[src/rtl/byte_striping_param.sv]
// Round-robin byte striper: spreads WIDTH-bit words across LANES lanes, either
// one lane per cycle (MODE 0) or as complete, padded, backpressured stripes (MODE 1).
module byte_striping_param #(
  parameter int WIDTH = 8,
  parameter int LANES = 4,
  parameter int MODE  = 0,
  parameter     PAD   = 8'hBC,
  localparam int PW   = $clog2(LANES)
) (
  input  logic                   clk_2f,
  input  logic                   reset,
  input  logic                   valid_in,
  input  logic [WIDTH-1:0]       data_in,
  input  logic                   last_in,
  input  logic                   ready_out,
  output logic                   in_ready,
  output logic [LANES*WIDTH-1:0] lane_data,
  output logic [LANES-1:0]       lane_valid,
  output logic                   stripe_last,
  output logic [PW-1:0]          lane_ptr,
  output logic                   drop_err
);

  localparam logic [WIDTH-1:0] PAD_W = WIDTH'(PAD);

  typedef enum logic {ASSEMBLE, STALL} state_t;

  state_t                 state_q, state_d;
  logic [LANES*WIDTH-1:0] asm_q;
  logic                   asm_last_q;
  logic [LANES*WIDTH-1:0] stripe;
  logic                   accept, complete, out_free, load_new, load_held;

  assign in_ready  = (MODE == 0) ? 1'b1 : (state_q == ASSEMBLE);
  assign accept    = valid_in & in_ready;
  assign complete  = accept & ((lane_ptr == PW'(LANES - 1)) | last_in);
  assign out_free  = (lane_valid == '0) | ready_out;
  assign load_new  = complete & out_free;
  assign load_held = (state_q == STALL) & ready_out;

  // Assembly view with the incoming word merged in and, on a frame end,
  // the unused upper slots padded.
  always_comb begin
    stripe = asm_q;
    for (int i = 0; i < LANES; i++) begin
      if (PW'(i) == lane_ptr)
        stripe[i*WIDTH +: WIDTH] = data_in;
      else if (last_in && (PW'(i) > lane_ptr))
        stripe[i*WIDTH +: WIDTH] = PAD_W;
    end
  end

  // NOTE: combinational blocks assign a default before any branch so that
  // no path leaves state_d unassigned, which would infer a latch.
  always_comb begin
    state_d = state_q;
    if (MODE != 0) begin
      case (state_q)
        ASSEMBLE: if (complete && !out_free) state_d = STALL;
        STALL:    if (ready_out)             state_d = ASSEMBLE;
        default:                             state_d = ASSEMBLE;
      endcase
    end
  end

  always_ff @(posedge clk_2f) begin
    if (!reset) state_q <= ASSEMBLE;
    else        state_q <= state_d;
  end

  // NOTE: the assembly register is reset together with the outputs so that a
  // reset in the middle of a stripe leaves no stale words behind.
  always_ff @(posedge clk_2f) begin
    if (!reset) begin
      lane_data   <= '0;
      lane_valid  <= '0;
      stripe_last <= 1'b0;
      lane_ptr    <= '0;
      drop_err    <= 1'b0;
      asm_q       <= '0;
      asm_last_q  <= 1'b0;
    end else begin
      if (accept)
        lane_ptr <= last_in ? '0 : lane_ptr + PW'(1);
      if (valid_in && !in_ready)
        drop_err <= 1'b1;

      if (MODE == 0) begin
        if (accept) begin
          lane_data[lane_ptr*WIDTH +: WIDTH] <= data_in;
          lane_valid  <= LANES'(1) << lane_ptr;
          stripe_last <= last_in;
        end else begin
          lane_valid  <= '0;
          stripe_last <= 1'b0;
        end
      end else begin
        if (load_new) begin
          lane_data   <= stripe;
          lane_valid  <= '1;
          stripe_last <= last_in;
        end else if (load_held) begin
          lane_data   <= asm_q;
          lane_valid  <= '1;
          stripe_last <= asm_last_q;
        end else if (ready_out) begin
          lane_valid  <= '0;
          stripe_last <= 1'b0;
        end
        // A completed stripe that could not load stays here until STALL drains it.
        if (accept) begin
          asm_q      <= stripe;
          asm_last_q <= last_in;
        end
      end
    end
  end

endmodule

[config.mk]
export PLATFORM = sky130hd
export DESIGN_NAME = byte_striping_param
export DESIGN_NICKNAME = d
export VERILOG_FILES = /design/src/rtl/byte_striping_param.sv
export SDC_FILE = /design/constraint.sdc
export NUM_CORES = 1
export LEC_CHECK = 0
export ABC_CLOCK_PERIOD_IN_PS = 2200
export BUFFER_PORTS_ARGS = -buffer_cell sky130_fd_sc_hd__clkbuf_2
export CAP_MARGIN = 25
export CORE_MARGIN = 2
export CORE_UTILIZATION = 40
export DETAILED_ROUTE_END_ITERATION = 10
export PLACE_DENSITY = 0.66
export SYNTH_ARGS = -nofsm -noshare
export SYNTH_HDL_FRONTEND = slang
export SYNTH_SLANG_ARGS = --single-unit
[constraint.sdc]
create_clock -name clk_2f -period 2.2 [get_ports clk_2f]
set_clock_uncertainty 0.1 [all_clocks]
set_input_delay 0.22 -clock clk_2f [delete_from_list [all_inputs] [get_ports clk_2f]]
set_output_delay 0.22 -clock clk_2f [all_outputs]
set_load 0.02 [all_outputs]
==> key figures, run 1 <==
Outcome
  • Status: completed

Timing
  • Final setup viols: 0
  • Slew margin rel.: 64.2%
  • RSZ-0062 raised after global routing: no
  • Fin crit period: 1.85 ns
  • Fin. Hold Viols: 0
  • Tightest hold margin: 0.0980 ns
  • Max Clk Rate: 539 MHz
  • Final setup TNS: 0 ns
  • Period utilization: 84.3%
  • Final Max Tran Viols: 0
  • Slew @ Worst Pin: 0.535 ns

Logic synthesis
  • Syn. warnings: 0
  • Prevailing post-synth register cell: dfxtp_1
  • Mapped Nets: 143
  • Sequential element share of the synthesized area: 51.4%
  • Avg Cell Area, Syn: 12.2 sq um
  • Asr flop ratio synth: 0%
  • Synth area leader: dfxtp_1
  • Area contributors post-synth: dfxtp_1 (51%), a32o_1 (20%), and2_1 (4.1%)
  • Seq cells post-synth: 39
  • Netlist cell types: 28
  • Post-synth EDFFs: 0
  • Post-Syn Area: 1520 sq um
  • Post-Syn Instances: 125
  • Post-synth top area share: 51.4%

Clocking
  • Post-CTS setup repair buffer count: 0
  • Hold buffer count at cts: 0
  • CTS buffer count: 5
  • Clk Latency, worst-skew pair: 0.28 ns
  • Post-CTS sizing: 0
  • Clock root buffer master: clkbuf_8
  • Max clock buf depth: 2
  • Htree depth: 2
  • Clock-pin slew on the worst setup and hold paths: 0.07 ns
  • Total clock sinks: 39
  • TritonCTS clock tree: built

Final layout
  • Commonest cells after routing, fill and taps aside: clkbuf_2 (50), dfxtp_1 (39), a32o_1 (31)
  • Commonest non-fill, non-tap cell in the layout: clkbuf_2
  • Final-stage net count: 191
  • Fillers: 350
  • Layout cells sized above 1: 39.1%
  • Layout area overhead: 21.7%
  • Antenna diode count: 0

Place
  • Detailed-placement wirelength estimate: 2500 um
  • # port buffers: 50
  • GPL Wtd Cong: 0.755

GRT
  • Vias in the first global route: 1133
  • Initial antenna violation count: 0
  • Total GRT Usage: 16.9%
  • Largest net degree at the start of global routing: 17
  • Grt ovf: 0
  • First-pass GRT wire length: 5430 um

Hold path
  • Hold WC Path Type: in2reg

Drt
  • Routed WL: 3390 um
  • Drt first-iter violations: 97
  • WL/cell: 15.2 um
  • Post-DR vias/cell: 5.50
  • Number of remaining DRC errors: 0
  • Final antenna-violating net count: 0
  • 1st-pass router iterations: 4
  • Vias post-DR: 1220

Job
  • Number of max-cap violations: 0

Power
  • PwrDens: 710 nW/um^2
  • Pleak: 0.818 nW
  • VDD IR max: 467 uV

Floorplanning
  • IO Count: 54
  • DIE WIDTH: 65.7 um
  • Area of the core: 3660 sq um
  • Initial Utilization: 41.5%
  • Die area: 4310 sq um
  • Row cnt: 22
  • Die Span Y: 65.7 um

Worst setup path
  • Worst Setup End Kind: flip-flop
  • Crit-path slowest cell: nor3b_2
  • Crit-path cells: inv_1 -> ha_1 -> nor3b_2 -> a32o_1
  • Bufs and invs on worst path: 1
  • CP Max Fanout: 8
  • Cell family with most CP delay: simple AND/OR/NAND/NOR gates
  • WP data arrival: 1.98 ns
  • Setup crit start kind: flip-flop
  • CP Class: reg2reg
  • Worst path max stage delay: 0.46 ns
  • Critical path required time: 2.33 ns
[cells in the mapped netlist, drive strengths merged (2+ instances only)]
master / n
nor2b: 2
and2: 10
buf: 11
dfxtp: 39
a21oi: 2
ha: 5
a32o: 32
conb: 2
inv: 3
nor3: 2
nor2: 2
a21boi: 4
[state kept, by name (all words and copies together) (netlist names)]
signal       count
lane_data       32
lane_valid       4
lane_ptr         2
stripe_last      1
[where the power goes]
group / internal (mW) / total [mW] / switching [mW]
Combinational: 0.0465 / 0.131 / 0.0849
Clock: 0.221 / 0.456 / 0.234
Sequential: 0.719 / 0.726 / 0.00711
Total: 0.987 / 1.31 / 0.326
[final timing paths]
kind                  from             to  slack, ns  depth (start not counted)
max            lane_ptr[1]   lane_data[0]       0.35                          4
min                last_in    stripe_last        0.1                          2
max reg2reg    lane_ptr[1]   lane_data[0]       0.35                          4
min reg2reg  lane_data[16]  lane_data[16]       0.37                          1
[routing by layer]
metal / share of wire, % / global-route usage [%] / wire (um)
met2: 50 / 27.8 / 1710
met5: 0 / 0 / 0
met1: 43 / 21.0 / 1440
met3: 6.2 / 5.65 / 209
met4: 0.83 / 4.69 / 28
[cell families (layout without fill, tap and decap cells)]
group	count (synthesis)	in the layout	synth area share, %
buffers and inverters	15	64	6.50
and+or+nand+nor	26	26	11.3
AOI/OAI and AO/OA	38	38	26.3
DFF	39	39	51.4
adders and majority gates	5	5	4.12
other	2	2	0.494
[area by class of cell]
cell class	instances	area (sq um)	area share, %
flip-flops and latches	39	781	42.2
multi-input cells	71	641	34.6
repair buffers	53	273	14.7
clock buffers	6	72.6	3.92
well taps	48	60.1	3.25
clock inverters	2	12.5	0.676
inverters	3	11.3	0.609
[stage by stage]
stage	cell area, sq um	total power, mW	cells	worst slack, ns	utilization, %
finish	1850	1.31	222	0.345	50.5
detailed placement	1770	0.874	214	0.370	48.2
floorplan	1520	0.836	125	0.340	-
CTS	1850	1.33	222	0.346	50.5
global route	1850	1.37	222	0.176	50.5
global placement	1770	0.870	214	0.411	48.2
Note: power is estimated with default switching activity, not from simulation.
==> inputs of run 2 (changes only) <==
--- a/config.mk
+++ b/config.mk
@@ -5,7 +5,8 @@
 export SDC_FILE = /design/constraint.sdc
 export NUM_CORES = 1
 export LEC_CHECK = 0
-export ABC_CLOCK_PERIOD_IN_PS = 2200
+export ABC_AREA = 1
+export ABC_CLOCK_PERIOD_IN_PS = 1900
 export BUFFER_PORTS_ARGS = -buffer_cell sky130_fd_sc_hd__clkbuf_2
 export CAP_MARGIN = 25
 export CORE_MARGIN = 2
==> constraint.sdc (replaced) <==
create_clock -name clk_2f -period 1.9 [get_ports clk_2f]
set_clock_uncertainty 0.1 [all_clocks]
set_input_delay 0.19 -clock clk_2f [delete_from_list [all_inputs] [get_ports clk_2f]]
set_output_delay 0.19 -clock clk_2f [all_outputs]
set_load 0.02 [all_outputs]
==> key figures, run 2 <==
Timing
  • Max Clk Rate: 587 MHz (+8.8%)
  • Fin crit period: 1.70 ns (-0.151 ns)
  • Period utilization: 89.7% (+5.4 points)
  • Final setup viols: 0 (unchanged)
  • Fin. Hold Viols: 0 (unchanged)
  • Final Max Tran Viols: 0 (unchanged)
  • Final setup TNS: 0 ns (unchanged)
  • Final WS setup: 0.196 ns (-0.149 ns)
  • RSZ-0062 raised after global routing: no
  • Slew margin rel.: 65.5% (+1.2 points)
  • Slew @ Worst Pin: 0.516 ns (-0.0194 ns)

Logic synthesis
  • Synth Area in XOR/XNOR: 0% (unchanged)
  • Post-synthesis compound-gate area fraction: 11.1% (-15 points)
  • Netlist cell types: 16 (-43%)
  • Largest family of logic cells by synthesized area: simple AND/OR/NAND/NOR gates
  • Mapped Nets: 241 (+69%)
  • Mux cell area share after synthesis: 0% (unchanged)
  • Seq cells post-synth: 39 (unchanged)
  • Syn. warnings: 0 (unchanged)
  • Post-Syn Instances: 223 (+78%)
  • Asr flop ratio synth: 0% (unchanged)
  • Post-synthesis adder-cell area fraction: 3.85% (-0.27 points)
  • Prevailing post-synth register cell: dfxtp_1
  • Cell with the most instances after synthesis: nand2_1
  • Post-synth EDFFs: 0 (unchanged)
  • Commonest cells post-synth: nand2_1 (63), dfxtp_1 (39), a21oi_1 (34)
  • Post-synth top area share: 48.0% (-3.3 points)
  • Simple-gate portion of the synthesized area: 28.2% (+17 points)
  • Area contributors post-synth: dfxtp_1 (48%), nand2_1 (15%), a21oi_1 (10%)
  • Post-Syn Area: 1630 sq um (+6.9%)
  • Synth area leader: dfxtp_1
  • Avg Cell Area, Syn: 7.29 sq um (-40%)
  • Sequential element share of the synthesized area: 48.0% (-3.3 points)

Final layout
  • Commonest non-fill, non-tap cell in the layout: nand2_1
  • Final-stage net count: 295 (+54%)
  • Finished Layout Cells: 328 (+48%)
  • Antenna diode count: 0 (unchanged)
  • Layout cells sized above 1: 24.5% (-15 points)
  • Register with the most flip-flops: lane_data
  • Layout area overhead: 25.7%
  • Max reg flops: 32 (unchanged)
  • Commonest cells after routing, fill and taps aside: nand2_1 (63), clkbuf_2 (50), dfxtp_1 (39)
  • Design Area, Final: 2040 sq um (+10%)
  • Largest regs: lane_data x32, lane_valid x4, lane_ptr x2

Worst setup path
  • Critical path required time: 2.02 ns (-0.31 ns)
  • Setup crit start kind: flip-flop
  • R2R cell count: 6 (+2)
  • Slack of the worst reg-to-reg path: 0.20 ns (-0.15 ns)
  • CP Max Fanout: 8 (unchanged)
  • FF-to-FF Start: lane_ptr[1]
  • Worst Setup End Kind: flip-flop
  • CP Class: reg2reg
  • R2r endpoint: lane_data[11]
  • WP data arrival: 1.83 ns (-0.15 ns)

Hold path
  • Hold WC Path Type: in2reg
  • Hold Crit Endpoint: stripe_last
  • Hold Crit Start: last_in
  • Hold Path Cell Cnt: 3 (+1)

Job
  • Number of max-cap violations: 0 (unchanged)

Drt
  • Drt first-iter violations: 111 (+14%)
  • 1st-pass router iterations: 4 (unchanged)
  • Routed WL: 3600 um (+6.4%)
  • Vias post-DR: 1535 (+26%)
  • Final antenna-violating net count: 0 (unchanged)
  • Number of remaining DRC errors: 0 (unchanged)
  • Post-DR vias/cell: 4.68 (-15%)
  • WL/cell: 11.0 um (-28%)

Floorplanning
  • Row cnt: 23 (+4.5%)
  • Area of the core: 3940 sq um (+7.7%)
  • Die area: 4590 sq um (+6.5%)
  • Die Span Y: 67.7 um (+3.2%)
  • DIE WIDTH: 67.7 um (+3.2%)
  • IO Count: 54 (unchanged)
  • Initial Utilization: 41.2% (-0.30 points)

Power
  • PwrDens: 847 nW/um^2 (+19%)
  • P_sw: 0.422 mW (+29%)
  • Seq pwr share: 48.3% (-7.0 points)
  • Clock network power share: 40.7% (+6.0 points)
  • Logic gate share of total power: 11.0% (+1.0 points)
  • Internal power: 1.31 mW (+33%)
  • Pleak: 0.985 nW (+20%)
  • VDD IR max: 461 uV (-1.2%)
  • Switching Fraction: 24.4% (-0.49 points)

GRT
  • Largest net degree at the start of global routing: 33 (+16)
  • Vias in the first global route: 1277 (+13%)
  • Total GRT Usage: 16.9% (about the same)
  • Grt ovf: 0 (unchanged)
  • First-pass GRT wire length: 5710 um (+5.2%)
  • Initial antenna violation count: 0 (unchanged)

Clocking
  • Post-CTS setup repair buffer count: 0 (unchanged)
  • Clk Latency, worst-skew pair: 0.29 ns (about the same)
  • Clock root buffer master: clkbuf_8
  • TritonCTS clock tree: built
  • Post-CTS sizing: 0 (unchanged)
  • CTS buffer count: 5 (unchanged)
  • Clock-pin slew on the worst setup and hold paths: 0.07 ns (about the same)
  • Max clock buf depth: 2 (unchanged)
  • Htree depth: 2 (unchanged)
  • Total clock sinks: 39 (unchanged)
  • Hold buffer count at cts: 0 (unchanged)

Outcome
  • Status: completed

Place
  • Area after DPL: 1930 sq um (+9.1%)
  • Placed Cells: 320 (+50%)
  • Dpl ws: 0.258 ns (-0.112 ns)
  • Detailed-placement wirelength estimate: 2630 um (+5.1%)
  • # port buffers: 50 (unchanged)
  • GPL Wtd Cong: 0.871 (+15%)
==> run 2: per-stage QoR <==
step | utilization, % | hold slack (ns) | power, mW
2_1_floorplan | - | 0.228 | 0.989
3_3_place_gp | 48.8 | 0.339 | 1.04
3_5_place_dp | 48.8 | 0.347 | 1.04
4_1_cts | 51.8 | 0.0385 | 1.76
5_1_grt | 51.8 | 0.0811 | 1.80
6_report | 51.8 | 0.0482 | 1.73
==> run 2: metal layers <==
layer | vias to the layer above | GRT usage (%) | part of all wire, %
li1 | 800 | - | -
met1 | 693 | 21.7 | 47
met2 | 35 | 26.3 | 46
met3 | 7 | 5.00 | 5.3
met4 | 0 | 6.89 | 1.7
met5 | - | 0 | 0
==> run 2: logic make-up after synthesis <==
logic type               Yosys count
AO/OA/AOI/OAI                     36
adder cells (fa/ha/maj)            5
buffers and inverters             32
flip-flops                        39
other                              2
AND/OR/NAND/NOR                  109
==> run 2: area by class of cell <==
| cell class | count | area (sq um) |
|---|---|---|
| fill | 396 | 1900 |
| sequential | 39 | 781 |
| multi-input combinational | 152 | 708 |
| timing repair buffer | 54 | 280 |
| inverter | 25 | 93.8 |
| clock buffer | 6 | 82.6 |
| tap | 50 | 62.6 |
| clock inverter | 2 | 35.0 |
==> run 2: critical path, cell delays in order (launching register included) <==
cell	delay, ns
dfxtp_1	0.34
inv_1	0.08
ha_1	0.34
inv_1	0.07
nor2_1	0.41
nand3_1	0.14
a21oi_1	0.16
==> run 2: worst max-delay path by stage <==
stage | startpoint | to | slack (ns) | cells after the start
after floorplan | lane_ptr[0] | lane_data[10] | 0.15 | 6
after global placement | lane_ptr[1] | lane_data[9] | 0.29 | 6
after detailed placement | lane_ptr[1] | lane_data[11] | 0.26 | 6
after CTS | lane_ptr[1] | lane_data[11] | 0.22 | 6
after global routing | lane_ptr[1] | lane_data[15] | 0.08 | 6
final | lane_ptr[1] | lane_data[11] | 0.20 | 6
==> run 2: power by group through the flow <==
stage | combinational [mW] | clock (mW) | sequential (mW)
after global routing | 0.213 | 0.752 | 0.837
after floorplan | 0.116 | 0 | 0.873
after CTS | 0.191 | 0.731 | 0.835
after global placement | 0.190 | 0 | 0.854
after detailed placement | 0.190 | 0 | 0.854
final | 0.191 | 0.704 | 0.835
